<file path="src/rtl/roulette_pkg.sv">
// Shared constants, state encoding and helpers for the roulette round sequencer.
package roulette_pkg;

    localparam int         BET_W      = 8;
    localparam logic [5:0] OP_SPIN    = 6'b111110;
    localparam logic [5:0] OP_NONE    = 6'b111111;
    localparam logic [7:0] SERVO_REST = 8'd90;
    localparam logic [7:0] SERVO_SPIN = 8'd200;

    typedef enum logic [1:0] {
        ST_BETTING     = 2'd0,
        ST_SPIN        = 2'd1,
        ST_WAIT_RESULT = 2'd2,
        ST_SHOW        = 2'd3
    } state_e;

    // A zero-length dwell would never fire the done flag, so clamp it to one clock.
    function automatic logic [31:0] min_one(input logic [31:0] v);
        return (v == 32'd0) ? 32'd1 : v;
    endfunction

endpackage

</file>
<file path="src/rtl/round_timer.sv">
// Loadable 32-bit down-counter; done marks the last clock of the loaded dwell.
module round_timer (
    input  logic        clock,
    input  logic        reset,
    input  logic        load,
    input  logic [31:0] load_val,
    output logic        done,
    output logic        running
);

    logic [31:0] cnt_q, cnt_d;

    always_comb begin
        cnt_d = cnt_q;
        if (load) begin
            cnt_d = load_val;
        end else if (cnt_q != 32'd0) begin
            cnt_d = cnt_q - 32'd1;
        end
    end

    always_ff @(posedge clock) begin
        if (reset) cnt_q <= 32'd0;
        else       cnt_q <= cnt_d;
    end

    assign done    = (cnt_q == 32'd1);
    assign running = (cnt_q != 32'd0);

endmodule

</file>
<file path="src/rtl/roulette_round_ctrl.sv">
// Roulette game-round sequencer: bet buffering, spin, result wait and result display.
module roulette_round_ctrl
    import roulette_pkg::*;
#(
    parameter int NUM_SLOTS      = 12,
    parameter int SPIN_CYCLES    = 50_000_000,
    parameter int SHOW_CYCLES    = 100_000_000,
    parameter int TIMEOUT_CYCLES = 500_000_000,
    parameter int DEDUP_CYCLES   = 5_000_000
) (
    input  logic                       clock,
    input  logic                       reset,
    input  logic                       key_valid,
    input  logic [5:0]                 bet_opcode,
    input  logic [2:0]                 chip_color,
    input  logic                       result_valid,
    input  logic [5:0]                 result_number,
    output logic [BET_W*NUM_SLOTS-1:0] bets_flat,
    output logic [3:0]                 bet_count,
    output logic                       spin_check,
    output logic [7:0]                 servo_pos,
    output logic [5:0]                 shown_number,
    output logic                       result_timeout,
    output logic                       round_done,
    output logic [1:0]                 state
);

    state_e                     state_q, state_d;
    logic [BET_W*NUM_SLOTS-1:0] bets_q, bets_d;
    logic [3:0]                 bet_count_q, bet_count_d;
    logic [BET_W-1:0]           last_byte_q, last_byte_d;
    logic [5:0]                 shown_number_q, shown_number_d;
    logic                       result_timeout_q, result_timeout_d;
    logic                       round_done_q, round_done_d;

    logic        tmr_load, tmr_done, tmr_running;
    logic [31:0] tmr_val;
    logic        dedup_load, dedup_done, dedup_running;
    logic        unused_ok;

    logic [BET_W-1:0] bet_byte;
    logic             bet_ok, spin_ok;

    assign bet_byte = {chip_color[1:0], bet_opcode};

    // A repeat of the last accepted byte is keyboard bounce only while the window is open.
    assign bet_ok  = (state_q == ST_BETTING) && key_valid && (bet_opcode < OP_SPIN)
                  && (chip_color != 3'b000) && (bet_count_q < 4'(NUM_SLOTS))
                  && !(dedup_running && (bet_byte == last_byte_q));
    assign spin_ok = (state_q == ST_BETTING) && key_valid && (bet_opcode == OP_SPIN)
                  && (bet_count_q != 4'd0);

    always_comb begin
        state_d          = state_q;
        bets_d           = bets_q;
        bet_count_d      = bet_count_q;
        last_byte_d      = last_byte_q;
        shown_number_d   = shown_number_q;
        result_timeout_d = result_timeout_q;
        round_done_d     = 1'b0;
        tmr_load         = 1'b0;
        tmr_val          = 32'd0;
        dedup_load       = 1'b0;

        case (state_q)
            ST_BETTING: begin
                if (bet_ok) begin
                    for (int i = 0; i < NUM_SLOTS; i++) begin
                        if (bet_count_q == 4'(i)) bets_d[i*BET_W +: BET_W] = bet_byte;
                    end
                    bet_count_d = bet_count_q + 4'd1;
                    last_byte_d = bet_byte;
                    dedup_load  = 1'b1;
                end
                if (spin_ok) begin
                    state_d  = ST_SPIN;
                    tmr_load = 1'b1;
                    tmr_val  = min_one(32'(SPIN_CYCLES));
                end
            end
            ST_SPIN: begin
                if (tmr_done) begin
                    state_d  = ST_WAIT_RESULT;
                    tmr_load = 1'b1;
                    tmr_val  = min_one(32'(TIMEOUT_CYCLES));
                end
            end
            ST_WAIT_RESULT: begin
                // A result arriving on the timeout clock still counts as a real result.
                if (result_valid) begin
                    state_d          = ST_SHOW;
                    shown_number_d   = result_number;
                    result_timeout_d = 1'b0;
                    tmr_load         = 1'b1;
                    tmr_val          = min_one(32'(SHOW_CYCLES));
                end else if (tmr_done) begin
                    state_d          = ST_SHOW;
                    result_timeout_d = 1'b1;
                    tmr_load         = 1'b1;
                    tmr_val          = min_one(32'(SHOW_CYCLES));
                end
            end
            ST_SHOW: begin
                if (tmr_done) begin
                    state_d          = ST_BETTING;
                    bets_d           = '0;
                    bet_count_d      = 4'd0;
                    result_timeout_d = 1'b0;
                    round_done_d     = 1'b1;
                end
            end
            default: state_d = ST_BETTING;
        endcase
    end

    always_ff @(posedge clock) begin
        if (reset) begin
            state_q          <= ST_BETTING;
            bets_q           <= '0;
            bet_count_q      <= 4'd0;
            last_byte_q      <= '0;
            shown_number_q   <= 6'd0;
            result_timeout_q <= 1'b0;
            round_done_q     <= 1'b0;
        end else begin
            state_q          <= state_d;
            bets_q           <= bets_d;
            bet_count_q      <= bet_count_d;
            last_byte_q      <= last_byte_d;
            shown_number_q   <= shown_number_d;
            result_timeout_q <= result_timeout_d;
            round_done_q     <= round_done_d;
        end
    end

    round_timer u_phase_timer (
        .clock    (clock),
        .reset    (reset),
        .load     (tmr_load),
        .load_val (tmr_val),
        .done     (tmr_done),
        .running  (tmr_running)
    );

    round_timer u_dedup_timer (
        .clock    (clock),
        .reset    (reset),
        .load     (dedup_load),
        .load_val (min_one(32'(DEDUP_CYCLES))),
        .done     (dedup_done),
        .running  (dedup_running)
    );

    assign unused_ok = &{1'b0, tmr_running, dedup_done};

    assign bets_flat      = bets_q;
    assign bet_count      = bet_count_q;
    assign spin_check     = (state_q == ST_SPIN) || (state_q == ST_WAIT_RESULT);
    assign servo_pos      = (state_q == ST_SPIN) ? SERVO_SPIN : SERVO_REST;
    assign shown_number   = shown_number_q;
    assign result_timeout = result_timeout_q;
    assign round_done     = round_done_q;
    assign state          = state_q;

endmodule

</file>
<file path="config.mk">
export PLATFORM = sky130hd
export DESIGN_NAME = roulette_round_ctrl
export DESIGN_NICKNAME = d
export VERILOG_FILES = /design/src/rtl/roulette_pkg.sv /design/src/rtl/round_timer.sv /design/src/rtl/roulette_round_ctrl.sv
export SDC_FILE = /design/constraint.sdc
export NUM_CORES = 1
export LEC_CHECK = 0
export ABC_CLOCK_PERIOD_IN_PS = 3700
export BUFFER_PORTS_ARGS = -buffer_cell sky130_fd_sc_hd__buf_2
export CORE_ASPECT_RATIO = 1.5
export CORE_UTILIZATION = 55
export DETAILED_ROUTE_END_ITERATION = 8
export HOLD_SLACK_MARGIN = 0.08
export PLACE_DENSITY = 0.78
export REMOVE_ABC_BUFFERS = 1
export SYNTH_ARGS = -nofsm -noshare
export SYNTH_HDL_FRONTEND = slang
export SYNTH_SLANG_ARGS = --single-unit
export TNS_END_PERCENT = 20
</file>
<file path="constraint.sdc">
create_clock -name clock -period 3.7 [get_ports clock]
set_input_delay 0.74 -clock clock [delete_from_list [all_inputs] [get_ports clock]]
set_output_delay 0.74 -clock clock [all_outputs]
set_load 0.01 [all_outputs]
</file>
==> impl_metrics.py, run 1 <==
metrics = {
    "timing": {
        "fin_ws_ps": 437,
        "slew_violations": 0,
        "finalClockSkew_ps": 14.4,
        "tightest_slew_ps": 1000,
        "finalSetupViolCount": 0,
        "rsz0062_at_grt": "false",
        "finalCritPeriodShare_pct": 88.2,
        "period_needed_ps": 3260,
        "hold_viol": 0,
        "clock.fmax_mhz": 306,
        "slew_headroom_pct": 33.1,
        "hold_ws_ps": 457,
    },
    "flow_run": {
        "cap_viol_max_count": 0,
    },
    "die": {
        "dieHeight_um": 151,
        "io-pin-count": 138,
        "core_um2": 14500,
        "dieArea_um2": 15300,
        "die_w_um": 101,
        "rows": 54,
        "start_util_pct": 56.2,
    },
    "min_path": {
        "hp-class": "flip-flop to flip-flop",
        "min_from": "shown_number[2]",
    },
    "yosys": {
        "synth_flop_cell": "dfxtp_1",
        "synth_top_area_cell": "dfxtp_1",
        "synth_edf_count": 0,
        "syn-mean-instance-area_um2": 9.33,
        "synth_area_leaders": "dfxtp_1, mux2i_1, nand2_1",
        "seq_area_frac_synth_pct": 44.8,
        "yosysTopAreaCellShare_pct": 44.8,
        "async_flop_share_pct": 0,
        "synth-seq-cells": 182,
        "synth_warnings": 0,
        "syn_inst": 871,
        "ys_types": 60,
        "syn_area_um2": 8130,
    },
    "global_routing": {
        "grt_max_degree": 100,
        "grt_use_total_pct": 25.8,
        "grt_pass1_vias": 6409,
        "overflow": 0,
        "grt_pass1_wl_um": 30900,
        "antenna_found_initial": 0,
    },
    "setup_path": {
        "cp-end-kind": "flip-flop",
        "critPathRequiredTime_ps": 4050,
        "cp-startpoint": "u_dedup_timer.cnt_q[4]",
        "cp_max_fo": 15,
        "start_kind": "flip-flop",
        "critPathArrivalTime_ps": 3610,
        "timing.rr.start": "u_dedup_timer.cnt_q[4]",
        "critPathKind": "flip-flop to flip-flop",
    },
    "drt": {
        "drc": 0,
        "drtAntennaViolNets": 0,
        "drt-initial-drc-count": 211,
        "vias": 6587,
        "detail_route.vias_per_cell": 5.47,
        "wl_um": 19100,
        "detail_route.wl_per_cell_um": 15.8,
        "firstDrtPassIters": 4,
    },
    "clock_tree": {
        "cts_resized": 0,
        "hold_buffers": 0,
        "cts_setup_buffers": 0,
        "clock-sinks": 182,
        "cts.path.max_buffers": 2,
        "cts_tree": "built",
        "cts.clk_slew.worst_paths_ps": 70,
        "clock_latency_ps": 440,
        "cts-root-buf": "clkbuf_16",
        "htreeDepth": 4,
        "cts_buffers": 17,
    },
    "pwr": {
        "power_density_nw_per_um2": 766,
        "p_leak_uw": 0.00391,
        "ir_drop_mv": 0.339,
    },
    "placement": {
        "hpwl_um": 13500,
        "io_buffers": 132,
        "pre_cts_ws_ps": 484,
        "place_area_um2": 8990,
        "gp_congestion": 0.858,
    },
    "finish": {
        "syn2layout_area_growth_pct": 17.9,
        "nNetsFinal": 1029,
        "drive_above_1_share_pct": 20.3,
        "n_antenna_cell": 0,
        "fill_cells": 1218,
        "design_area_um2": 9590,
    },
    "status": {
        "status": "completed",
    },
}
[through the flow]
step | setup TNS (ps) | util, % | total power [µW] | cells
6_report | 0 | 66.3 | 7340 | 1205
2_1_floorplan | -69510 | - | 4730 | 829
4_1_cts | 0 | 66.3 | 7360 | 1205
5_1_grt | 0 | 66.3 | 7800 | 1205
3_5_place_dp | 0 | 62.2 | 5550 | 1173
3_3_place_gp | 0 | 62.2 | 5500 | 1173
[report_power, final]
part	internal [µW]	switching [µW]	leakage, µW	total (µW)
clock network	927	876	0.000292	1800
registers	2310	299	0.00148	2610
logic	1200	1720	0.00214	2920
total	4450	2900	0.00391	7340
[cell usage in the layout, fill, tap and decap left out, drive strengths merged, types with 3 or more instances in the layout]
master and instances:
clkbuf 18, or4 8, nor3 21, xor2 38, clkinv 5, inv 26
or2 4, buf 148, dfxtp 182, a21oi 42, nand4b 4, a211oi 5
nand2b 6, o21ai 14, nand3 12, mux2i 105, nor3b 3, nor2b 8
or3 8, nand4 8, nor4 34, and2 6, and4 4, xnor2 26
nor2 65, nand2 152, ha 14, o31ai 6, a21o 4, o22ai 3
conb 5
[synthesized netlist by cell type (4+ instances only)]
| master | count |
|---|---|
| mux2i_1 | 105 |
| nand4_1 | 8 |
| clkbuf_1 | 34 |
| nand2b_1 | 6 |
| nand3_1 | 12 |
| inv_1 | 16 |
| a211oi_1 | 5 |
| o31ai_1 | 6 |
| nor3_1 | 21 |
| and4_1 | 4 |
| nand2_1 | 152 |
| xor2_1 | 38 |
| or3_1 | 8 |
| xnor2_1 | 26 |
| nor2b_1 | 8 |
| buf_4 | 6 |
| nand4b_1 | 4 |
| nor4_1 | 22 |
| nor2_1 | 64 |
| nor4_4 | 12 |
| a21oi_1 | 41 |
| or4_1 | 8 |
| ha_1 | 14 |
| buf_2 | 4 |
| o21ai_0 | 14 |
| a21o_1 | 4 |
| dfxtp_1 | 182 |
[metal layers]
metal / track usage (%) / vias up / part of all wire (%)
met1: 28.3 / 3129 / 40
met2: 46.4 / 170 / 52
met3: 6.55 / 37 / 5.3
li1: - / 3251 / -
met5: 0 / - / 0
met4: 11.3 / 0 / 2.9
[cell families (layout without fill, tap and decap cells)]
kind of cell	count (synthesis)	in the layout	share of synthesized area [%]
muxes	105	105	12.9
AOI/OAI and AO/OA	92	92	7.14
other	2	5	0.0924
buffers and inverters	62	197	3.34
and+or+nand+nor	350	350	22.6
xor gates and xnor gates	64	64	6.89
adders and majority gates	14	14	2.15
DFF	182	182	44.8
[registers in the layout (all words and copies together), names as in the netlist]
signal	count
result_timeout	1
round_done	1
bets_flat	96
last_byte_q	8
state	2
u_phase_timer.cnt_q	32
bet_count	4
u_dedup_timer.cnt_q	32
shown_number	6
[worst max-delay path, cell delays in order (launching register included)]
cell	delay (ps)
dfxtp_1	340
nor4_1	560
nand4_1	420
nor4_1	310
buf_4	200
a221oi_4	60
buf_4	270
nor4_4	740
mux2i_1	270
[area by class of cell]
cell class	count	area, µm²	share of cell area, %
flip-flops and latches	182	3640	38.0
clock buffers	18	439	4.58
clock inverters	14	155	1.62
inverters	17	63.8	0.666
multi-input cells	630	4260	44.4
repair buffers	148	781	8.14
well taps	196	245	2.56
[final timing paths]
path / end / slack [ps] / depth (start not counted)
min reg2reg: shown_number[2] / 460 / 2
max: bets_flat[15] / 440 / 8
max reg2reg: bets_flat[15] / 440 / 8
min: shown_number[2] / 460 / 2
Note: power is estimated with default switching activity, not from simulation.
==> inputs of run 2 (changes only) <==
--- a/config.mk
+++ b/config.mk
@@ -11,8 +11,10 @@
 export CORE_UTILIZATION = 55
 export DETAILED_ROUTE_END_ITERATION = 8
 export HOLD_SLACK_MARGIN = 0.08
+export MAX_ROUTING_LAYER = met4
 export PLACE_DENSITY = 0.78
 export REMOVE_ABC_BUFFERS = 1
+export SETUP_SLACK_MARGIN = 0.4
 export SYNTH_ARGS = -nofsm -noshare
 export SYNTH_HDL_FRONTEND = slang
 export SYNTH_SLANG_ARGS = --single-unit
==> run 2 against run 1 <==
Effect of this change: sequential power about the same; first-iteration DRC count increased by 8.1%; sequential share of layout area decreased by 0.45 points; count of clock-buffer cells in the layout unchanged; critical path type unchanged; largest cell class unchanged.
==> impl_metrics.py, run 2 (same netlist as run 1, synthesis figures left out) <==
metrics = {
    "status": {
        "status": "completed",
    },
    "timing": {
        "slew_violations": 0,
        "rsz0062_at_grt": "true",
        "period_needed_ps": 3280,
        "finalClockSkew_ps": 15.9,
        "hold_viol": 0,
        "tightest_slew_ps": 987,
        "finalSetupViolCount": 0,
        "finalCritPeriodShare_pct": 88.6,
        "clock.fmax_mhz": 305,
        "slew_headroom_pct": 34.2,
    },
    "setup_path": {
        "worstReg2RegEnd": "bets_flat[77]",
        "critPathRequiredTime_ps": 4040,
        "r2r_cells": 6,
        "critPathArrivalTime_ps": 3620,
        "cp_max_fo": 13,
        "slowest_stage": "nor4_4",
        "cp-end-kind": "flip-flop",
        "cp_num_cells": 6,
        "crit_family": "simple AND/OR/NAND/NOR gates",
        "timing.rr.start": "u_phase_timer.cnt_q[3]",
        "crit_chain": "or4_1 -> or3_1 -> nor4_4 -> nor2_4 -> nor4_4 -> mux2i_1",
        "start_kind": "flip-flop",
        "critPathBufInv": 0,
        "cp_common_cell": "nor4_4",
        "cpPeakStageDelay_ps": 680,
        "critPathKind": "flip-flop to flip-flop",
        "r2r_slack_ps": 420,
    },
    "finish": {
        "n_antenna_cell": 0,
        "syn2layout_area_growth_pct": 19.3,
        "nNetsFinal": 1036,
        "drive_above_1_share_pct": 20.9,
        "final_common_cell": "dfxtp_1",
        "largest_reg_flops": 96,
        "fill_cells": 1186,
        "multi_input_area_um2": 4260,
        "seq_area_um2": 3640,
        "final_cell_mix": "dfxtp_1, nand2_1, buf_2",
        "design_area_um2": 9700,
        "stdcell_count": 1212,
    },
    "clock_tree": {
        "cts_buffers": 17,
        "cts_resized": 0,
        "cts.clk_slew.worst_paths_ps": 80,
        "cts_tree": "built",
        "clock_latency_ps": 430,
        "cts.path.max_buffers": 2,
        "clock-sinks": 182,
        "cts-root-buf": "clkbuf_16",
        "htreeDepth": 4,
    },
    "drt": {
        "detail_route.vias_per_cell": 5.47,
        "drtAntennaViolNets": 0,
        "firstDrtPassIters": 4,
        "wl_um": 19400,
        "drc": 0,
        "vias": 6628,
        "detail_route.wl_per_cell_um": 16.0,
        "drt-initial-drc-count": 228,
    },
    "die": {
        "io-pin-count": 138,
        "rows": 54,
        "die_w_um": 101,
        "core_um2": 14500,
        "dieArea_um2": 15300,
        "dieHeight_um": 151,
        "start_util_pct": 56.2,
    },
    "global_routing": {
        "use_met2_pct": 46.4,
        "grt_use_met1_pct": 28.6,
        "antenna_found_initial": 0,
        "overflow": 0,
        "grtUsageMet3_pct": 5.95,
        "grt_max_degree": 100,
        "grt_pass1_vias": 6431,
        "grt_pass1_wl_um": 30900,
        "grt_use_total_pct": 26.5,
        "top_usage_layer": "met2",
    },
    "pwr": {
        "power_density_nw_per_um2": 761,
        "ir_drop_mv": 0.347,
        "p_leak_uw": 0.00396,
    },
    "min_path": {
        "hp-class": "flip-flop to flip-flop",
        "min_from": "shown_number[2]",
        "hold_path_depth": 2,
        "whs_endpoint": "shown_number[2]",
    },
    "placement": {
        "dp_cells": 1173,
        "place_area_um2": 8990,
        "gp_congestion": 0.872,
        "hpwl_um": 13500,
        "io_buffers": 132,
    },
    "flow_run": {
        "cap_viol_max_count": 0,
    },
}
## run 2: cell types whose count changed in the layout (fill, tap and decap cells not counted)
cell	change
buf_12	+5
buf_4	+2
## run 2: final cells by class
| cell class | count | share of cell area (%) |
|---|---|---|
| timing repair buffer | 155 | 9.23 |
| clock buffer | 18 | 4.53 |
| tap | 196 | 2.53 |
| clock inverter | 14 | 1.60 |
| multi-input combinational | 630 | 43.9 |
| inverter | 17 | 0.658 |
| sequential | 182 | 37.6 |
## run 2: worst max-delay path by stage
stage	from	slack (ps)	to
2_1_floorplan	chip_color[0]	-690	bets_flat[10]
3_3_place_gp	bet_opcode[5]	540	bets_flat[9]
3_5_place_dp	u_phase_timer.cnt_q[3]	480	bets_flat[55]
4_1_cts	u_dedup_timer.cnt_q[6]	430	bets_flat[15]
5_1_grt	u_dedup_timer.cnt_q[6]	140	bets_flat[77]
6_report	u_phase_timer.cnt_q[3]	420	bets_flat[77]
## run 2: metrics by stage
stage | worst slack (ps) | power, µW | setup TNS, ps | hold WS, ps | util, %
final | 421 | 7380 | 0 | 457 | 67.1
after CTS | 434 | 7360 | 0 | 457 | 66.3
after detailed placement | 484 | 5550 | 0 | 444 | 62.2
after global routing | 145 | 7850 | 0 | 471 | 67.1
after global placement | 542 | 5500 | 0 | 438 | 62.2
after floorplan | -685 | 4730 | -69510 | 448 | -
## run 2: timing repair
| item | CTS | global route |
|---|---|---|
| setup endpoints to repair | 0 | 96 |
| hold buffers | 0 | 0 |
| setup buffers | 0 | 7 |
## run 2: power breakdown
| part | total, µW | switching (µW) | internal [µW] |
|---|---|---|---|
| Combinational | 2970 | 1730 | 1240 |
| Sequential | 2610 | 298 | 2310 |
| Clock | 1800 | 872 | 928 |
## run 2: worst reg2reg max path, delay by kind of cell (launching register included)
kind / cells / cell delay [ps]
mux: 1 / 290
flops: 1 / 350
simple gates: 5 / 2550
## run 2: routing by layer
metal	wire length, µm	vias to the layer above
li1	-	3257
met1	7660	3159
met2	10200	173
met3	939	39
met4	585	0
met5	0	-
